<file path="src/rtl/mandel_scan_pkg.sv">
// Shared definitions for the Mandelbrot scan driver: widths, iterator saturation
// value and FSM state encoding.
package mandel_scan_pkg;

    localparam int COORD_W = 14;
    localparam int RES_W   = 8;
    localparam int ITER_W  = 7;
    localparam int IDX_W   = 8;

    localparam logic [ITER_W-1:0] MAX_ITER_SAT = 7'h7F;

    localparam logic [2:0] ST_IDLE   = 3'd0;
    localparam logic [2:0] ST_LOAD_X = 3'd1;
    localparam logic [2:0] ST_LOAD_Y = 3'd2;
    localparam logic [2:0] ST_RUN    = 3'd3;
    localparam logic [2:0] ST_EMIT   = 3'd4;

    typedef logic [COORD_W-1:0] coord_t;
    typedef logic [IDX_W-1:0]   idx_t;

    // A pixel is finished once the iterator flags escape or hits its saturation count.
    function automatic logic pixel_finished(input logic [RES_W-1:0] res,
                                            input logic [ITER_W-1:0] max_iter);
        return res[RES_W-1] || (res[ITER_W-1:0] == max_iter);
    endfunction

endpackage

</file>
<file path="src/rtl/mandel_coord_stepper.sv">
// Holds the current pixel position and coordinates of a scan and steps them
// in raster order; coordinate sums wrap modulo 2^14.
module mandel_coord_stepper
    import mandel_scan_pkg::*;
(
    input  logic               clk,
    input  logic               rst_n,
    input  logic               clear,
    input  logic               load,
    input  logic               advance,
    input  logic [COORD_W-1:0] x_start,
    input  logic [COORD_W-1:0] y_start,
    input  logic [COORD_W-1:0] step,
    input  logic [IDX_W-1:0]   cols_m1,
    input  logic [IDX_W-1:0]   rows_m1,
    output logic [IDX_W-1:0]   col,
    output logic [IDX_W-1:0]   row,
    output logic [COORD_W-1:0] cur_x,
    output logic [COORD_W-1:0] cur_y,
    output logic [COORD_W-1:0] adv_x,
    output logic               last_pix
);

    coord_t x0;
    coord_t stp;
    idx_t   cols_lim;
    idx_t   rows_lim;
    logic   last_col;

    assign last_col = (col == cols_lim);
    assign last_pix = last_col && (row == rows_lim);

    // adv_x is exposed so the driver can register the next x load in the same edge as the advance.
    always_comb begin
        adv_x = cur_x + stp;
        if (last_col) begin
            adv_x = x0;
        end
    end

    always_ff @(posedge clk) begin
        if (!rst_n || clear) begin
            x0       <= '0;
            stp      <= '0;
            cols_lim <= '0;
            rows_lim <= '0;
            col      <= '0;
            row      <= '0;
            cur_x    <= '0;
            cur_y    <= '0;
        end else if (load) begin
            x0       <= x_start;
            stp      <= step;
            cols_lim <= cols_m1;
            rows_lim <= rows_m1;
            col      <= '0;
            row      <= '0;
            cur_x    <= x_start;
            cur_y    <= y_start;
        end else if (advance) begin
            cur_x <= adv_x;
            if (last_col) begin
                col   <= '0;
                row   <= row + 8'd1;
                cur_y <= cur_y + stp;
            end else begin
                col <= col + 8'd1;
            end
        end
    end

endmodule

</file>
<file path="src/rtl/mandel_scan_driver.sv">
// Scans a rectangular grid of points through a Mandelbrot iterator, loading x then y
// per pixel and streaming {escape, iter} results with their column/row.
module mandel_scan_driver
    import mandel_scan_pkg::*;
#(
    parameter logic [ITER_W-1:0] MAX_ITER = MAX_ITER_SAT
) (
    input  logic               clk,
    input  logic               rst_n,
    input  logic               start,
    input  logic               abort,
    input  logic [COORD_W-1:0] x_start,
    input  logic [COORD_W-1:0] y_start,
    input  logic [COORD_W-1:0] step,
    input  logic [IDX_W-1:0]   cols_m1,
    input  logic [IDX_W-1:0]   rows_m1,
    output logic [COORD_W-1:0] value_out,
    output logic               input_x,
    output logic               in_enable,
    input  logic [RES_W-1:0]   result_in,
    output logic               pix_valid,
    input  logic               pix_ready,
    output logic [RES_W-1:0]   pix_data,
    output logic [IDX_W-1:0]   pix_col,
    output logic [IDX_W-1:0]   pix_row,
    output logic               busy,
    output logic               done
);

    logic [2:0] state;
    logic       accept;
    logic       transfer;
    idx_t       col;
    idx_t       row;
    coord_t     cur_x;
    coord_t     cur_y;
    coord_t     adv_x;
    logic       last_pix;

    assign accept   = (state == ST_IDLE) && start;
    assign transfer = (state == ST_EMIT) && pix_valid && pix_ready;

    mandel_coord_stepper u_stepper (
        .clk      (clk),
        .rst_n    (rst_n),
        .clear    (abort),
        .load     (accept),
        .advance  (transfer),
        .x_start  (x_start),
        .y_start  (y_start),
        .step     (step),
        .cols_m1  (cols_m1),
        .rows_m1  (rows_m1),
        .col      (col),
        .row      (row),
        .cur_x    (cur_x),
        .cur_y    (cur_y),
        .adv_x    (adv_x),
        .last_pix (last_pix)
    );

    // Outputs are registered, so each transition drives the values of the state being entered.
    always_ff @(posedge clk) begin
        if (!rst_n || abort) begin
            state     <= ST_IDLE;
            value_out <= '0;
            input_x   <= 1'b0;
            in_enable <= 1'b0;
            pix_valid <= 1'b0;
            pix_data  <= '0;
            pix_col   <= '0;
            pix_row   <= '0;
            busy      <= 1'b0;
            done      <= 1'b0;
        end else begin
            done <= 1'b0;
            case (state)
                ST_IDLE: begin
                    if (start) begin
                        state     <= ST_LOAD_X;
                        busy      <= 1'b1;
                        in_enable <= 1'b1;
                        input_x   <= 1'b1;
                        value_out <= x_start;
                    end
                end
                ST_LOAD_X: begin
                    state     <= ST_LOAD_Y;
                    input_x   <= 1'b0;
                    value_out <= cur_y;
                end
                ST_LOAD_Y: begin
                    state     <= ST_RUN;
                    in_enable <= 1'b0;
                end
                ST_RUN: begin
                    if (pixel_finished(result_in, MAX_ITER)) begin
                        state     <= ST_EMIT;
                        pix_valid <= 1'b1;
                        pix_data  <= result_in;
                        pix_col   <= col;
                        pix_row   <= row;
                    end
                end
                ST_EMIT: begin
                    if (pix_ready) begin
                        pix_valid <= 1'b0;
                        if (last_pix) begin
                            state <= ST_IDLE;
                            busy  <= 1'b0;
                            done  <= 1'b1;
                        end else begin
                            state     <= ST_LOAD_X;
                            in_enable <= 1'b1;
                            input_x   <= 1'b1;
                            value_out <= adv_x;
                        end
                    end
                end
                default: begin
                    state     <= ST_IDLE;
                    busy      <= 1'b0;
                    in_enable <= 1'b0;
                    pix_valid <= 1'b0;
                end
            endcase
        end
    end

endmodule

</file>
<file path="config.mk">
export PLATFORM = sky130hd
export DESIGN_NAME = mandel_scan_driver
export DESIGN_NICKNAME = d
export VERILOG_FILES = /design/src/rtl/mandel_scan_pkg.sv /design/src/rtl/mandel_coord_stepper.sv /design/src/rtl/mandel_scan_driver.sv
export SDC_FILE = /design/constraint.sdc
export NUM_CORES = 1
export LEC_CHECK = 0
export CORE_MARGIN = 3
export CORE_UTILIZATION = 54
export CTS_CLUSTER_DIAMETER = 150
export DETAILED_ROUTE_END_ITERATION = 7
export PLACE_DENSITY_LB_ADDON = 0.2
export SLEW_MARGIN = 20
export SYNTH_ARGS = -nofsm -noshare
export SYNTH_HDL_FRONTEND = slang
export SYNTH_SLANG_ARGS = --single-unit
</file>
<file path="constraint.sdc">
create_clock -name clk -period 3.2 [get_ports clk]
set_input_delay 0.48 -clock clk [delete_from_list [all_inputs] [get_ports clk]]
set_output_delay 0.48 -clock clk [all_outputs]
set_load 0.01 [all_outputs]
</file>
Word level (Yosys, flattened, before mapping)
Index checks and enable logic that the tools add are counted.
{"block": "word_totals", "regBits": 134, "latch_bits": 0, "ramBits": 0, "mem_bits_ro": 0, "in_bits": 71, "output_inout_bits": 43, "wordCells": 91, "n_memories": 0}
{"block": "op_classes", "add_sub_neg": 4, "multipliers": 0, "div_mod_pow": 0, "magnitude_cmp": 0, "n_eq_ne": 12, "n_shift": 0, "muxes": 28, "n_bitwise": 5, "reduce_logical": 24}
{"cell": "$mux 14", "n": 9}
{"cell": "$pmux 14 s3", "n": 1}
{"cell": "$add 14x14->14", "n": 2}
{"cell": "$add 8x1->8 const B", "n": 2}
{"cell": "$eq 8x8->1", "n": 2}
{"cell": "$pmux 3 s5", "n": 1}
{"cell": "$pmux 1 s3", "n": 4}
{"cell": "$reduce_and 4->1", "n": 3}
{"cell": "$ne 2x2->1 const B", "n": 5}
{"cell": "$mux 1", "n": 9}
{"cell": "$mux 3", "n": 3}
{"cell": "$reduce_or 3->1", "n": 3}
{"cell": "$mux 8", "n": 1}
{"cell": "$eq 7x7->1 const B", "n": 1}
{"cell": "$eq 3x2->1 const B", "n": 2}
{"cell": "$reduce_and 2->1", "n": 3}
{"cell": "$reduce_and 3->1", "n": 2}
{"cell": "$not 1->1", "n": 5}
{"cell": "$logic_and 1x1->1", "n": 4}
{"cell": "$reduce_bool 2->1", "n": 2}
{"cell": "$reduce_or 2->1", "n": 2}
{"cell": "$eq 3x1->1 const B", "n": 1}
{"cell": "$eq 3x3->1 const B", "n": 1}
{"cell": "$logic_not 3->1", "n": 1}
{"cell": "3 further kinds", "n": 4}

Longest topological paths before layout
{"block": "depth", "ltp_word": 5, "mapped_depth": 10}

Hierarchy
A second synthesis with hierarchy kept.
{"block": "unflattened", "hier_cells": 969, "area_unflattened_um2": 8419.3}
{"module": "mandel_coord_stepper", "instances": 1, "cells_each": 579, "area_per_inst_um2": 4951.0, "seq_area_each_um2": 1761.7}
{"module": "mandel_scan_driver", "instances": 1, "cells_each": 390, "area_per_inst_um2": 3468.3, "seq_area_each_um2": 920.9}

Worst setup path after synthesis
No wires, ideal clock.
{"block": "synth_timing", "path_kind": "register to register", "start": "reg u_stepper.cur_y[0]", "end": "reg u_stepper.cur_y[10]", "t_arrival_ns": 2.155, "required_ns": 3.130, "path_slack_ns": 0.975, "stages_incl_launch_ff": 10, "n_path_buf": 0, "cell_sequence": "dfxtp_1 -> ha_1 -> fa_1 -> a211oi_1 -> o21ai_0 -> a2111oi_0 -> or3_1 -> xnor2_1 -> nand2_1 -> a21oi_1"}
{"block": "synth_between", "elab_chain_cells": 4}
{"item": "start, declared", "line_no": "mandel_coord_stepper.sv:19", "rtl": "output logic [COORD_W-1:0] cur_y,"}
{"item": "start signal, assigned", "line_no": "mandel_coord_stepper.sv:59", "rtl": "cur_y <= y_start;"}
{"item": "start signal, assigned", "line_no": "mandel_coord_stepper.sv:65", "rtl": "cur_y <= cur_y + stp;"}
{"item": "$add 14x14->14", "line_no": "mandel_coord_stepper.sv:65"}
{"item": "$mux 14", "line_no": "mandel_coord_stepper.sv:62", "rtl": "if (last_col) begin"}
{"item": "$mux 14", "line_no": "mandel_coord_stepper.sv:60", "rtl": "end else if (advance) begin"}
{"item": "$mux 14", "line_no": "mandel_coord_stepper.sv:51", "rtl": "end else if (load) begin"}
Every way passes these cells. The select of a mux whose other input is x is not followed.
A chain may end at the register's enable or synchronous reset.

Worst setup path after layout
Same ends and word-level chain as after synthesis.

==> reports/summary.md <==
Initial antenna violation count: 0. The number of endpoints failing setup at the final stage was 0. The library cells used most frequently in the layout, excluding fill and tap cells, are nand2_1, dfxtp_1, a21oi_1, clkdlybuf4s50_1, nor2_1. Adding up every negative setup slack in the final design gives 0 ns. The library cell with the largest summed area after synthesis was dfxtp_1. For the worst reg-to-reg setup slack, the log shows 0.59 ns. The synthesized netlist net count was 952; the async set-or-reset flop fraction in the synthesized netlist was 0. At the worst endpoint, the required time is 3.54 ns.

The worst register-to-register path ends at u_stepper.cur_y[10]$_SDFFE_PP0P_. The final clock period utilization by the worst path came out at 0.8171. The signal on the critical path passes through ha_1 > fa_1 > a211oi_1 > o21ai_0 > a2111oi_0 > or3_1 > xnor2_1 > nand2_1 > a21oi_1. In the routed layout, each cell is associated on average with a via count of 5.974. Count of final max-slew check failures: 0. Across the routed clock network, the largest skew measured is 0.005446 ns.

Counting the buffers created by CTS gives 17. For this design, the slowest cell found on the critical path is a2111oi_0. The run gives 1124 as the final instance count without filler cells. The setup slack of the critical path after layout is 0.5852 ns, and the post-route antenna net violation count is 0.

The run gives 1095 as the number of instances in the placed design. The count of buffers added on input and output ports is 113. After floorplanning, the core was sized to cover 12260 sq um. For the number of H-tree branching levels, the log shows 4. Relative contribution of the clock network to total power: 0.440. For this block, the initial DRC count from the detailed router was 624.

The post-CTS setup-driven buffer insertion count came out at 0. The utilization of the core after routing was 0.7057. In this run the static leakage power is 3.306 nW. The tool flagged a number of max-cap violations equal to 0.

In this design, the stage delay of the slowest critical-path cell is 0.44 ns. After detailed placement, the total cell area comes to 8125 sq um. Synthesis produced 851 cells.

Derived from the worst setup path, the maximum achievable clock frequency is 382.4 MHz. The startpoint identified for the worst register-to-register timing path is u_stepper.cur_y[0]$_SDFFE_PP0P_. For the routability congestion estimate, the log shows 0.9365. Counting every sink on the clock net gives 134. The total of hold buffers inserted after clock tree synthesis was 0.

The cell area that synthesis handed to floorplanning was 6885 sq um. Setup repair after global routing left no endpoint under its margin. The synthesized design contains 0 enable-type register cells. Post-CTS repair changed the size of 0 cells.

Via total after detailed routing: 6715. The root buffer cell chosen for the clock tree is clkbuf_16. Synthesis instantiated 74 different standard cells from the library. The share of the synthesized area in the top cell type came out at 0.3896. The first TritonRoute pass finished after 6 iterations. In this run the vertical extent of the chip is 118.9 microns. The total overflow left after global routing is 0. The setup slack after placement is 0.5789 ns, and the combinational power share is 0.126. The min-delay analysis places its worst path in the category reg -> reg.

Endpoint of the worst hold path: pix_data[6]$_SDFFE_PP0P_. The switching part of the total power is 0.2426, and the areal power density over the cells is 468.4 nW/um^2. Averaged over all synthesized cells, the footprint is 8.091 sq um. The number of global-route vias before repair is 6398. The logs give 0 for the DRC violations left and 3.070 mW for the internal power.

Clock latency on the worst-skew pair, taken at its later pin, is 0.42 ns. The clock-pin slew on the worst setup and hold paths is 0.05 ns, and the sequential fraction of design power is 0.434. The sort of element at the end of the critical path is a register. In this run the power spent charging and discharging nets is 0.9834 mW. The tools report the finished layout cell area as 8653 sq um.

The fraction of layout cells with a size suffix above 1 was 0.06590. TritonCTS built the clock tree. STA classifies the critical path startpoint as a register. The overall track demand over capacity in global routing is 0.2749, and the remaining max-slew budget at the tightest pin is 0.2359.

The run finished with clean final reports. For the starting density of the core, the log shows 0.5615. The commonest non-fill, non-tap cell in the layout is nand2_1.

The run gives 0.3896 as the sequential area share after synthesis. Synthesis-stage register bit count: 134. In this run the most critical hold path is launched from pix_data[6]$_SDFFE_PP0P_. The layout net count is 1047, and the sum of buffers and inverters on the critical path is 0. Family with the most delay on the worst path: compound AO/OA/AOI/OAI gates.

114 I/O pins were placed. The total power after layout is 4.053 mW. The floorplan has 40 rows.

For the worst flop-to-flop path, the logic depth is 9. The final count of hold timing violations is 0, and the half-perimeter wire length after placement is 13.71 mm. The layout overhead on the synthesized area was 25.68%; the worst hold margin was 0.4519 ns.

X dimension of the die: 118.9 microns. After synthesis, the cell types taking the most area are dfxtp_1, nand2_1, a21oi_1, ha_1, nor2_1. For this block, the routed nets add up to 19.22 mm of wire. The number of cells traversed by the worst hold path was 2; the post-detailed-route wirelength per cell was 17.10 microns. The die covers 14140 sq um.

Along the worst path, the maximum fanout reaches 3. For the pin with the worst max-slew slack, the measured transition is 1.142 ns. Maximum number of pins on one net before global-route repair: 73.

Start-to-end type of the worst setup path: reg -> reg. In the synthesized netlist the dominant register cell turns out to be dfxtp_1. The number of buffers on the longest clock path was 2.

The total of warnings raised by yosys came out at 0. The count of inserted antenna diode cells is 0. The run gives 31.53 mm as the first-pass GRT wire length. The final critical path time including I/O delays and setup was 2.615 ns; the worst endpoint data arrival time was 2.96 ns. The worst-case IR drop observed on VDD is 0.3226 mV.
sequential cells by signal, summed over array words and instances (netlist names), 8 cells and up:
register	count
pix_col	8
pix_data	8
pix_row	8
u_stepper.col	8
u_stepper.cols_lim	8
u_stepper.cur_x	14
u_stepper.cur_y	14
u_stepper.row	8
u_stepper.rows_lim	8
u_stepper.stp	14
u_stepper.x0	14
value_out	14
final cells by class:
cell class                      instances  area, sq um
Inverter                                7        26.28
Timing Repair Buffer                  127         1236
Fill cell                             976         3608
Clock inverter                          6        80.08
Multi-Input combinational cell        659         3970
Sequential cell                       134         2683
Clock buffer                           23        447.9
Tap cell                              168        210.2
synthesized netlist by cell type (13+ instances only):
| master | number |
|---|---|
| xor2_1 | 28 |
| ha_1 | 28 |
| nand2_1 | 177 |
| xnor2_1 | 21 |
| clkbuf_1 | 31 |
| a21oi_1 | 114 |
| a211oi_1 | 13 |
| mux2i_1 | 14 |
| o21ai_0 | 26 |
| buf_2 | 15 |
| nand3_1 | 16 |
| nor2_1 | 67 |
| dfxtp_1 | 134 |
per-layer routing:
metal	track usage	wire length [microns]	vias to the layer above
li1	-	-	3207
met1	0.3557	8277	3156
met2	0.4540	8828	307
met3	0.05413	1627	45
met4	0.1050	489	0
met5	0	0	-
cells by family after synthesis:
kind of cell               synth area share
and+or+nand+nor                      0.2088
AOI/OAI and AO/OA                    0.2257
DFF                                  0.3896
buffers and inverters               0.03653
xor gates and xnor gates            0.06233
adders and majority gates           0.05670
muxes                               0.02035
worst max-delay path by stage:
stage	from	endpoint	slack, ns	cells past startpoint
final	u_stepper.cur_y[0]$_SDFFE_PP0P_	u_stepper.cur_y[10]$_SDFFE_PP0P_	0.59	9
after global placement	result_in[5]	pix_col[3]$_SDFFE_PP0P_	0.67	7
after global routing	u_stepper.cur_y[0]$_SDFFE_PP0P_	u_stepper.cur_y[10]$_SDFFE_PP0P_	0.39	9
after detailed placement	result_in[5]	pix_row[4]$_SDFFE_PP0P_	0.58	7
after floorplan	u_stepper.cur_y[0]$_SDFFE_PP0P_	u_stepper.cur_y[10]$_SDFFE_PP0P_	0.97	9
after CTS	u_stepper.cur_y[0]$_SDFFE_PP0P_	u_stepper.cur_y[10]$_SDFFE_PP0P_	0.61	9
power by group through the flow:
stage / clock network, mW / logic, mW / registers, mW
4_1_cts: 1.81 / 0.503 / 1.76
3_5_place_dp: 0 / 0.499 / 1.79
3_3_place_gp: 0 / 0.486 / 1.79
2_1_floorplan: 0 / 0.302 / 1.78
5_1_grt: 1.88 / 0.555 / 1.76
6_report: 1.78 / 0.509 / 1.76
tightest hold or removal path: stages, from the launching register on:
cell     delay, ns
dfxtp_1       0.30
nand2_1       0.05
a21oi_1       0.05
Power figures use the tool's default switching activity.
